<file path="src/rtl/count_event_monitor_if.sv">
// Bus bundle between the count/compare source, the event consumer and the monitor.
interface count_event_monitor_if #(
   parameter int CNT_W = 8
);
   logic [CNT_W-1:0] count;
   logic [CNT_W-1:0] cmp_val;
   logic             cmp_en;
   logic             evt_valid;
   logic             evt_ready;
   logic [1:0]       evt_type;
   logic [CNT_W-1:0] evt_stamp;
   logic [3:0]       wrap_cnt;
   logic             evt_drop;
   logic             clr_drop;

   modport master (
      output count, cmp_val, cmp_en, evt_ready, clr_drop,
      input  evt_valid, evt_type, evt_stamp, wrap_cnt, evt_drop
   );

   modport slave (
      input  count, cmp_val, cmp_en, evt_ready, clr_drop,
      output evt_valid, evt_type, evt_stamp, wrap_cnt, evt_drop
   );
endinterface

</file>
<file path="src/rtl/count_event_monitor.sv">
// Watches an upstream counter for wraps and compare matches and queues
// time-stamped events in a small FIFO for a ready/valid consumer.
module count_event_monitor #(
   parameter int CNT_W = 8,
   parameter int DEPTH = 2
) (
   input logic                  clk,
   input logic                  reset,
   count_event_monitor_if.slave bus
);
   localparam int AW = $clog2(DEPTH);
   localparam int OW = AW + 1;
   localparam logic [CNT_W-1:0] ALL_ONES = {CNT_W{1'b1}};
   localparam logic [CNT_W-1:0] ZERO     = {CNT_W{1'b0}};
   localparam logic [OW-1:0]    FULL_OCC = OW'(DEPTH);

   typedef struct packed {
      logic [1:0]       typ;
      logic [CNT_W-1:0] stamp;
   } evt_t;

   logic [CNT_W-1:0] cnt_q_r;
   logic [CNT_W-1:0] prev_q_r;
   logic [CNT_W-1:0] cmp_val_q_r;
   logic             cmp_en_q_r;
   logic             ok_pipe_r;
   logic             prev_ok_r;
   evt_t             mem_r [DEPTH];
   logic [AW-1:0]    wr_ptr_r;
   logic [AW-1:0]    rd_ptr_r;
   logic [OW-1:0]    occ_r;
   logic [3:0]       wrap_cnt_r;
   logic             evt_drop_r;

   logic wrap_s;
   logic match_s;
   logic push_s;
   logic pop_s;
   logic full_s;
   logic do_push_s;
   logic drop_s;

   // Stage 1: sample count/compare inputs; prev_ok qualifies prev_q only once two real samples exist
   always_ff @(posedge clk or negedge reset) begin
      if (!reset) begin
         cnt_q_r     <= ZERO;
         prev_q_r    <= ZERO;
         cmp_val_q_r <= ZERO;
         cmp_en_q_r  <= 1'b0;
         ok_pipe_r   <= 1'b0;
         prev_ok_r   <= 1'b0;
      end else begin
         cnt_q_r     <= bus.count;
         prev_q_r    <= cnt_q_r;
         cmp_val_q_r <= bus.cmp_val;
         cmp_en_q_r  <= bus.cmp_en;
         ok_pipe_r   <= 1'b1;
         prev_ok_r   <= ok_pipe_r;
      end
   end

   // Event detection and FIFO control; a full FIFO still accepts when the head leaves this edge
   always_comb begin
      wrap_s    = prev_ok_r && (prev_q_r == ALL_ONES) && (cnt_q_r == ZERO);
      match_s   = prev_ok_r && cmp_en_q_r && (cnt_q_r == cmp_val_q_r) && (cnt_q_r != prev_q_r);
      push_s    = wrap_s || match_s;
      full_s    = (occ_r == FULL_OCC);
      pop_s     = (occ_r != {OW{1'b0}}) && bus.evt_ready;
      do_push_s = push_s && (!full_s || pop_s);
      drop_s    = push_s && full_s && !pop_s;
   end

   // FIFO storage, pointers and occupancy
   always_ff @(posedge clk or negedge reset) begin
      if (!reset) begin
         for (int i = 0; i < DEPTH; i++) begin
            mem_r[i] <= '0;
         end
         wr_ptr_r <= {AW{1'b0}};
         rd_ptr_r <= {AW{1'b0}};
         occ_r    <= {OW{1'b0}};
      end else begin
         if (do_push_s) begin
            mem_r[wr_ptr_r] <= {wrap_s, match_s, cnt_q_r};
            wr_ptr_r        <= wr_ptr_r + AW'(1);
         end
         if (pop_s) begin
            rd_ptr_r <= rd_ptr_r + AW'(1);
         end
         case ({do_push_s, pop_s})
            2'b10:   occ_r <= occ_r + OW'(1);
            2'b01:   occ_r <= occ_r - OW'(1);
            default: occ_r <= occ_r;
         endcase
      end
   end

   // Wrap statistics count every wrap, dropped or not; a drop outranks clr_drop
   always_ff @(posedge clk or negedge reset) begin
      if (!reset) begin
         wrap_cnt_r <= 4'd0;
         evt_drop_r <= 1'b0;
      end else begin
         if (wrap_s) begin
            wrap_cnt_r <= wrap_cnt_r + 4'd1;
         end
         if (drop_s) begin
            evt_drop_r <= 1'b1;
         end else if (bus.clr_drop) begin
            evt_drop_r <= 1'b0;
         end
      end
   end

   assign bus.evt_valid = (occ_r != {OW{1'b0}});
   assign bus.evt_type  = mem_r[rd_ptr_r].typ;
   assign bus.evt_stamp = mem_r[rd_ptr_r].stamp;
   assign bus.wrap_cnt  = wrap_cnt_r;
   assign bus.evt_drop  = evt_drop_r;
endmodule

</file>
<file path="src/flat_wrapper.sv">
// flat-port wrapper written by rule: the top's interface ports become plain ports
module count_event_monitor_flat 
#(
   parameter int CNT_W = 8,
   parameter int DEPTH = 2
)
  (clk, reset, bus_count, bus_cmp_val, bus_cmp_en, bus_evt_ready, bus_clr_drop, bus_evt_valid, bus_evt_type, bus_evt_stamp, bus_wrap_cnt, bus_evt_drop);
  count_event_monitor_if #(.CNT_W(CNT_W)) bus_i ();
  input logic clk;
  input logic reset;
  input wire logic [$bits(bus_i.count)-1:0] bus_count;
  input wire logic [$bits(bus_i.cmp_val)-1:0] bus_cmp_val;
  input wire logic [$bits(bus_i.cmp_en)-1:0] bus_cmp_en;
  input wire logic [$bits(bus_i.evt_ready)-1:0] bus_evt_ready;
  input wire logic [$bits(bus_i.clr_drop)-1:0] bus_clr_drop;
  output wire logic [$bits(bus_i.evt_valid)-1:0] bus_evt_valid;
  output wire logic [$bits(bus_i.evt_type)-1:0] bus_evt_type;
  output wire logic [$bits(bus_i.evt_stamp)-1:0] bus_evt_stamp;
  output wire logic [$bits(bus_i.wrap_cnt)-1:0] bus_wrap_cnt;
  output wire logic [$bits(bus_i.evt_drop)-1:0] bus_evt_drop;
  assign bus_i.count = bus_count;
  assign bus_i.cmp_val = bus_cmp_val;
  assign bus_i.cmp_en = bus_cmp_en;
  assign bus_i.evt_ready = bus_evt_ready;
  assign bus_i.clr_drop = bus_clr_drop;
  assign bus_evt_valid = bus_i.evt_valid;
  assign bus_evt_type = bus_i.evt_type;
  assign bus_evt_stamp = bus_i.evt_stamp;
  assign bus_wrap_cnt = bus_i.wrap_cnt;
  assign bus_evt_drop = bus_i.evt_drop;
  count_event_monitor #(.CNT_W(CNT_W), .DEPTH(DEPTH)) u_core (.clk(clk), .reset(reset), .bus(bus_i));
endmodule
</file>
<file path="config.mk">
export PLATFORM = sky130hd
export DESIGN_NAME = count_event_monitor_flat
export DESIGN_NICKNAME = d
export VERILOG_FILES = /design/src/rtl/count_event_monitor_if.sv /design/src/rtl/count_event_monitor.sv /design/src/flat_wrapper.sv
export SDC_FILE = /design/constraint.sdc
export NUM_CORES = 1
export LEC_CHECK = 0
export CAP_MARGIN = 20
export CORE_ASPECT_RATIO = 1.2
export CORE_UTILIZATION = 40
export CTS_BUF_LIST = sky130_fd_sc_hd__clkbuf_16
export DETAILED_ROUTE_END_ITERATION = 8
export DONT_BUFFER_PORTS = 1
export SYNTH_ARGS = -nofsm -noshare
export SYNTH_HDL_FRONTEND = slang
export SYNTH_SLANG_ARGS = --single-unit
</file>
<file path="constraint.sdc">
create_clock -name clk -period 4.3 [get_ports clk]
set_input_delay 0.43 -clock clk [delete_from_list [all_inputs] [get_ports clk]]
set_output_delay 0.43 -clock clk [all_outputs]
set_load 0.005 [all_outputs]
</file>
==> flow_metrics.py, run 1 <==
metrics = {
    "sta": {
        "relSlewSlack": 0.4697,
        "tns_ns": 0,
        "fmax_ghz": 0.3416,
        "finalMaxSlewViolations": 0,
        "worst_pin_slew_ns": 0.7935,
        "min_period_over_period": 0.6809,
        "skew_ns": 0.009958,
        "finalHoldViolCount": 17,
        "setup_viol": 0,
        "hold_ws_ns": -0.008960,
        "min_period_ns": 2.928,
        "rsz0062_at_grt": "false",
        "setup_slack_ns": 1.372,
    },
    "logic_synthesis": {
        "synth-edff-count": 0,
        "syn-instance-count": 216,
        "synth_nets": 239,
        "synth_commonest_cells": "dfrtp_1, nand3_1, o21ai_0, xnor2_1, nand2_1",
        "synth_seq_cells": 56,
        "synth.most_common_cell": "dfrtp_1",
        "postSynthAreaPerCell_um2": 11.50,
        "ys_seq_area_frac": 0.5642,
        "synthArstFlopShare": 1.000,
        "synth_top_area_cell": "dfrtp_1",
        "synth_cell_type_count": 34,
        "syn_area_mm2": 0.002484,
        "yosysWarnings": 0,
        "dominantRegCellSynth": "dfrtp_1",
        "synth_top_area_share": 0.5642,
        "synthTopCellsByArea": "dfrtp_1, nand3_1, xnor2_1",
    },
    "route": {
        "drt_first_pass_iters": 4,
        "vias": 1639,
        "wl_per_cell_um": 15.77,
        "first_iter_violations": 161,
        "viasPerCell": 5.537,
        "drt.antenna.violating_nets": 0,
        "remaining_drc_errors": 0,
        "routed_wl_um": 4669,
    },
    "clocking": {
        "clkLatencyLatePin_ns": 0.30,
        "cts_buffers": 5,
        "clk_pin_slew_ns": 0.07,
        "cts-root-buf": "clkbuf_16",
        "cts_tree": "done",
        "clock-sinks": 56,
        "htreeDepth": 2,
        "post_cts_resized": 0,
        "clockBufferDepth": 2,
    },
    "worst_setup_path": {
        "crit_arrival_ns": 3.15,
        "endpoint_kind": "flip-flop",
        "start_kind": "flip-flop",
        "crit_required_ns": 4.52,
        "r2r-start": "u_core.cnt_q_r[1]",
        "path_max_fanout": 22,
        "setup.worst_path.class": "reg -> reg",
        "cp-startpoint": "u_core.cnt_q_r[1]",
    },
    "floorplan": {
        "start_util": 0.4131,
        "coreArea_mm2": 0.006012,
        "die_w_um": 73.93,
        "die_h_um": 88.32,
        "die-area_mm2": 0.006530,
        "row_count": 31,
        "io-pin-count": 37,
    },
    "pwr": {
        "peakVddDrop_uv": 232.5,
        "p_sw_uw": 301.1,
        "p_total_mw": 1.142,
        "cellInternalPower_uw": 841.0,
        "power_density_mw_per_mm2": 422.8,
        "power.leakage_nw": 1.131,
        "seqPwrFrac": 0.535,
        "pwr-share-comb": 0.127,
        "p_sw_frac": 0.2636,
        "clkPwrFrac": 0.338,
    },
    "layout": {
        "layout.nets": 236,
        "seq_area_mm2": 0.001401,
        "num_antenna_cells": 0,
        "drive_above_1_share": 0.1075,
        "area_growth_pct": 8.766,
        "multi_input_area_mm2": 0.001003,
        "n_fill_cell": 564,
    },
    "hold_path": {
        "hold_class": "in -> async",
    },
    "outcome": {
        "status": "complete, but fails checks",
        "violations": "negative hold slack",
    },
    "place": {
        "dp_hpwl_um": 3107,
        "place_ws_ns": 1.369,
        "port_buffers": 0,
        "place_congestion": 0.7532,
    },
    "global_routing": {
        "grt_max_degree": 57,
        "track_usage": 0.1608,
        "grt_remaining_overflow": 0,
        "antenna_found_initial": 0,
        "grt_first_pass_wirelength_um": 7879,
        "first_global_vias": 1515,
    },
    "run": {
        "maxCapViolations": 0,
    },
}
-- stage by stage --
stage               std cells  hold WS, ns    util  cell area [um^2]
floorplan                 216       0.1344       -              2484
global placement          287       0.1367  0.4214              2534
detailed placement        287       0.1364  0.4214              2534
CTS                       296    0.0006746  0.4493              2701
global route              296     0.008169  0.4493              2701
finish                    296    -0.008960  0.4493              2701
-- final timing paths --
kind	to	cells after the start	slack [ns]
setup / recovery	u_core.occ_r[1]	9	1.37
hold / removal	u_core.mem_r[10]	1	-0.009
setup reg to reg	u_core.occ_r[1]	9	1.37
hold reg to reg	u_core.prev_ok_r	0	0.35
max in group asynchronous	u_core.cnt_q_r[5]	1	4.07
min in group clk	u_core.cnt_q_r[4]	0	0.16
-- metal layers --
metal | vias to the layer above | share of wire | routed length, um | track usage
li1 | 775 | - | - | -
met1 | 811 | 0.46 | 2155 | 0.2246
met2 | 46 | 0.48 | 2228 | 0.2430
met3 | 7 | 0.046 | 217 | 0.03645
met4 | 0 | 0.015 | 68 | 0.06294
met5 | - | 0 | 0 | 0
-- power by group through the flow --
stage | Sequential, mW | Clock [mW] | Combinational, mW
2_1_floorplan | 0.593 | 0 | 0.130
3_3_place_gp | 0.619 | 0 | 0.135
3_5_place_dp | 0.622 | 0 | 0.134
4_1_cts | 0.611 | 0.400 | 0.148
5_1_grt | 0.618 | 0.419 | 0.161
6_report | 0.611 | 0.386 | 0.145
-- area by class of cell --
class / instances / share of cell area
timing repair buffer: 3 / 0.01575
clock buffer: 5 / 0.04632
tap: 82 / 0.03798
multi-input combinational: 144 / 0.3715
sequential: 56 / 0.5188
clock inverter: 3 / 0.005558
inverter: 3 / 0.004169
-- worst max-delay path, stage by stage (launching register included) --
cell	delay (ns)
dfrtp_1	0.46
or4b_4	0.58
nor4_4	0.26
nand2_1	0.52
o21ai_1	0.30
nand2_1	0.10
ha_1	0.24
xnor2_1	0.12
nor2_1	0.13
xor2_1	0.15
-- cell usage in the layout (no fill, tap or decap), drive strengths merged, types with 2 or more instances in the layout --
master  instances
and2            2
and3            2
buf             3
clkbuf          5
dfrtp          56
ha              2
inv             4
mux2            9
nand2          12
nand3          34
nand4           4
nor2            3
nor3            2
nor4            2
o21ai          22
o311ai          8
o31ai           2
or4b            9
xnor2          14
xor2            9
-- logic make-up after synthesis --
| logic type | synth area share |
|---|---|
| DFF | 0.5642 |
| other | 0.001510 |
| buffers and inverters | 0.03174 |
| AOI/OAI and AO/OA | 0.08514 |
| xor gates and xnor gates | 0.08111 |
| and+or+nand+nor | 0.1854 |
| muxes | 0.04081 |
| adders and majority gates | 0.01007 |
-- what timing repair did --
item | 4_1_cts | 5_1_grt
buffers inserted | 0 | 0
hold buffers | 1 | 0
endpoints found under the hold margin | 56 | 0
-- registers in the layout, indices dropped and copies added, names as in the netlist --
signal and cells:
u_core.prev_q_r 8, u_core.cmp_val_q_r 8, u_core.bus.wrap_cnt 4, u_core.ok_pipe_r 1
u_core.cmp_en_q_r 1, u_core.wr_ptr_r 1, u_core.cnt_q_r 8, u_core.mem_r 20
u_core.prev_ok_r 1, u_core.occ_r 2, u_core.bus.evt_drop 1, u_core.rd_ptr_r 1
Power figures use the tool's default switching activity.
==> run 2: changes to the inputs <==
==> constraint.sdc (replaced) <==
create_clock -name clk -period 2.7 [get_ports clk]
set_input_delay 0.27 -clock clk [delete_from_list [all_inputs] [get_ports clk]]
set_output_delay 0.27 -clock clk [all_outputs]
set_load 0.005 [all_outputs]
==> flow_metrics.py, run 2 (synthesis results as in run 1) <==
metrics = {
    "sta": {
        "tns_ns": 0,
        "fmax_ghz": 0.4458,
        "worst_pin_slew_ns": 0.5085,
        "relSlewSlack": 0.6610,
        "finalMaxSlewViolations": 0,
        "skew_ns": 0.008072,
        "min_period_over_period": 0.8309,
        "finalHoldViolCount": 0,
        "setup_viol": 0,
        "rsz0062_at_grt": "false",
        "min_period_ns": 2.243,
    },
    "worst_setup_path": {
        "crit_chain": "or4b_4 > nor4_4 > nand2_1 > o21ai_1 > nand2_1 > ha_1 > nor2_1 > xor2_1",
        "crit_arrival_ns": 2.46,
        "crit_required_ns": 2.92,
        "start_kind": "flip-flop",
        "crit_slowest_cell": "or4b_4",
        "path_max_fanout": 6,
        "endpoint_kind": "flip-flop",
        "rr_worst_depth": 8,
        "cp_common_cell": "nand2_1",
        "crit_path_max_incr_delay_ns": 0.57,
        "setup.worst_path.class": "reg -> reg",
    },
    "layout": {
        "layout.cells.non_filler": 315,
        "layout.nets": 256,
        "largest_register_ffs": 20,
        "area_growth_pct": 16.37,
        "n_fill_cell": 545,
        "stdcell_area_mm2": 0.002890,
        "final_cell_mix": "dfrtp_1, nand3_1, o21ai_0",
        "regMostFlops": "u_core.mem_r",
        "drive_above_1_share": 0.1073,
        "num_antenna_cells": 0,
        "final_common_cell": "dfrtp_1",
    },
    "hold_path": {
        "hold_class": "in -> reg",
        "min_path_cells": 2,
    },
    "pwr": {
        "p_sw_frac": 0.2585,
        "seqPwrFrac": 0.531,
        "cellInternalPower_mw": 1.358,
        "power_density_mw_per_mm2": 633.6,
        "p_sw_uw": 473.4,
        "peakVddDrop_uv": 399.8,
        "clkPwrFrac": 0.330,
        "power.leakage_nw": 1.217,
        "pwr-share-comb": 0.139,
    },
    "clocking": {
        "clock-sinks": 56,
        "htreeDepth": 2,
        "clockBufferDepth": 2,
        "clkLatencyLatePin_ns": 0.29,
        "cts_setup_buffers": 0,
        "cts_tree": "done",
        "clk_pin_slew_ns": 0.07,
        "cts_buffers": 5,
        "cts-root-buf": "clkbuf_16",
    },
    "place": {
        "place_congestion": 0.7132,
        "port_buffers": 0,
        "placed_area_mm2": 0.002549,
        "dp_hpwl_um": 3130,
        "placed_cells": 289,
    },
    "route": {
        "routed_wl_um": 4690,
        "viasPerCell": 5.359,
        "remaining_drc_errors": 0,
        "drt.antenna.violating_nets": 0,
        "first_iter_violations": 103,
        "wl_per_cell_um": 14.89,
        "drt_first_pass_iters": 4,
        "vias": 1688,
    },
    "global_routing": {
        "grt_remaining_overflow": 0,
        "grt_first_pass_wirelength_um": 7831,
        "first_global_vias": 1565,
        "grt_max_degree": 57,
        "track_usage": 0.1636,
        "antenna_found_initial": 0,
    },
    "floorplan": {
        "io-pin-count": 37,
        "start_util": 0.4131,
        "die-area_mm2": 0.006530,
        "coreArea_mm2": 0.006012,
        "row_count": 31,
        "die_w_um": 73.93,
        "die_h_um": 88.32,
    },
    "outcome": {
        "status": "finished, final reports clean",
    },
    "run": {
        "maxCapViolations": 0,
    },
}
## run 2: cell types whose count changed in the layout (fill, tap and decap cells not counted), sizes merged
cell,before,now
clkinvlp,1,0
buf,3,5
dlygate4sd3,0,18
## run 2: metal layers
layer,routed length (um),part of all wire,GRT usage,up-vias
met1,2110,0.45,0.2253,830
met3,193,0.041,0.03872,6
met2,2308,0.49,0.2463,35
met4,78,0.017,0.07168,0
met5,0,0,0,-
li1,-,-,-,817
## run 2: power groups by stage
| stage | logic, mW | registers [mW] | clock network (mW) |
|---|---|---|---|
| after floorplan | 0.208 | 0.945 | 0 |
| after global placement | 0.218 | 0.990 | 0 |
| after detailed placement | 0.220 | 0.989 | 0 |
| after CTS | 0.258 | 0.974 | 0.625 |
| after global routing | 0.289 | 0.986 | 0.655 |
| final | 0.255 | 0.972 | 0.604 |
## run 2: what timing repair did
| item | in CTS | in global routing |
|---|---|---|
| hold buffers | 17 | 2 |
| endpoints found under the hold margin | 71 | 2 |
| gates resized for setup | 0 | 0 |
## run 2: path summary, 6_finish.rpt
path	to	from	slack, ns
max	u_core.occ_r[1]	u_core.cnt_q_r[1]	0.46
min reg2reg	u_core.prev_ok_r	u_core.ok_pipe_r	0.35
min in group asynchronous	u_core.mem_r[10]	reset	0.48
min	u_core.bus.evt_drop	bus_clr_drop	0.18
max reg2reg	u_core.occ_r[1]	u_core.cnt_q_r[1]	0.46
max in group asynchronous	u_core.bus.evt_drop	reset	1.95
## run 2: layout make-up
type | instances | area, um^2 | area share
Inverter | 3 | 11.26 | 0.003896
Clock inverter | 2 | 8.758 | 0.003030
Tap cell | 82 | 102.6 | 0.03550
Sequential cell | 56 | 1401 | 0.4848
Timing Repair Buffer | 23 | 237.7 | 0.08225
Multi-Input combinational cell | 144 | 1003 | 0.3472
Clock buffer | 5 | 125.1 | 0.04329
## run 2: stage by stage
step	power [mW]	hold WS, ns	worst slack, ns	utilization
after floorplan	1.153	-0.02559	0.5211	-
after global placement	1.208	-0.02336	0.4836	0.4239
after detailed placement	1.209	-0.02353	0.4080	0.4239
after CTS	1.857	0.00005670	0.4193	0.4774
after global routing	1.930	0.1929	0.2567	0.4807
final	1.831	0.1784	0.4566	0.4807
## run 2: worst max-delay path, delay by kind of cell (launching register included)
family | cells | cell delay, ns
compound gates | 1 | 0.11
xor+xnor | 1 | 0.14
fa+ha+maj | 1 | 0.32
flops | 1 | 0.45
simple gates | 5 | 1.14
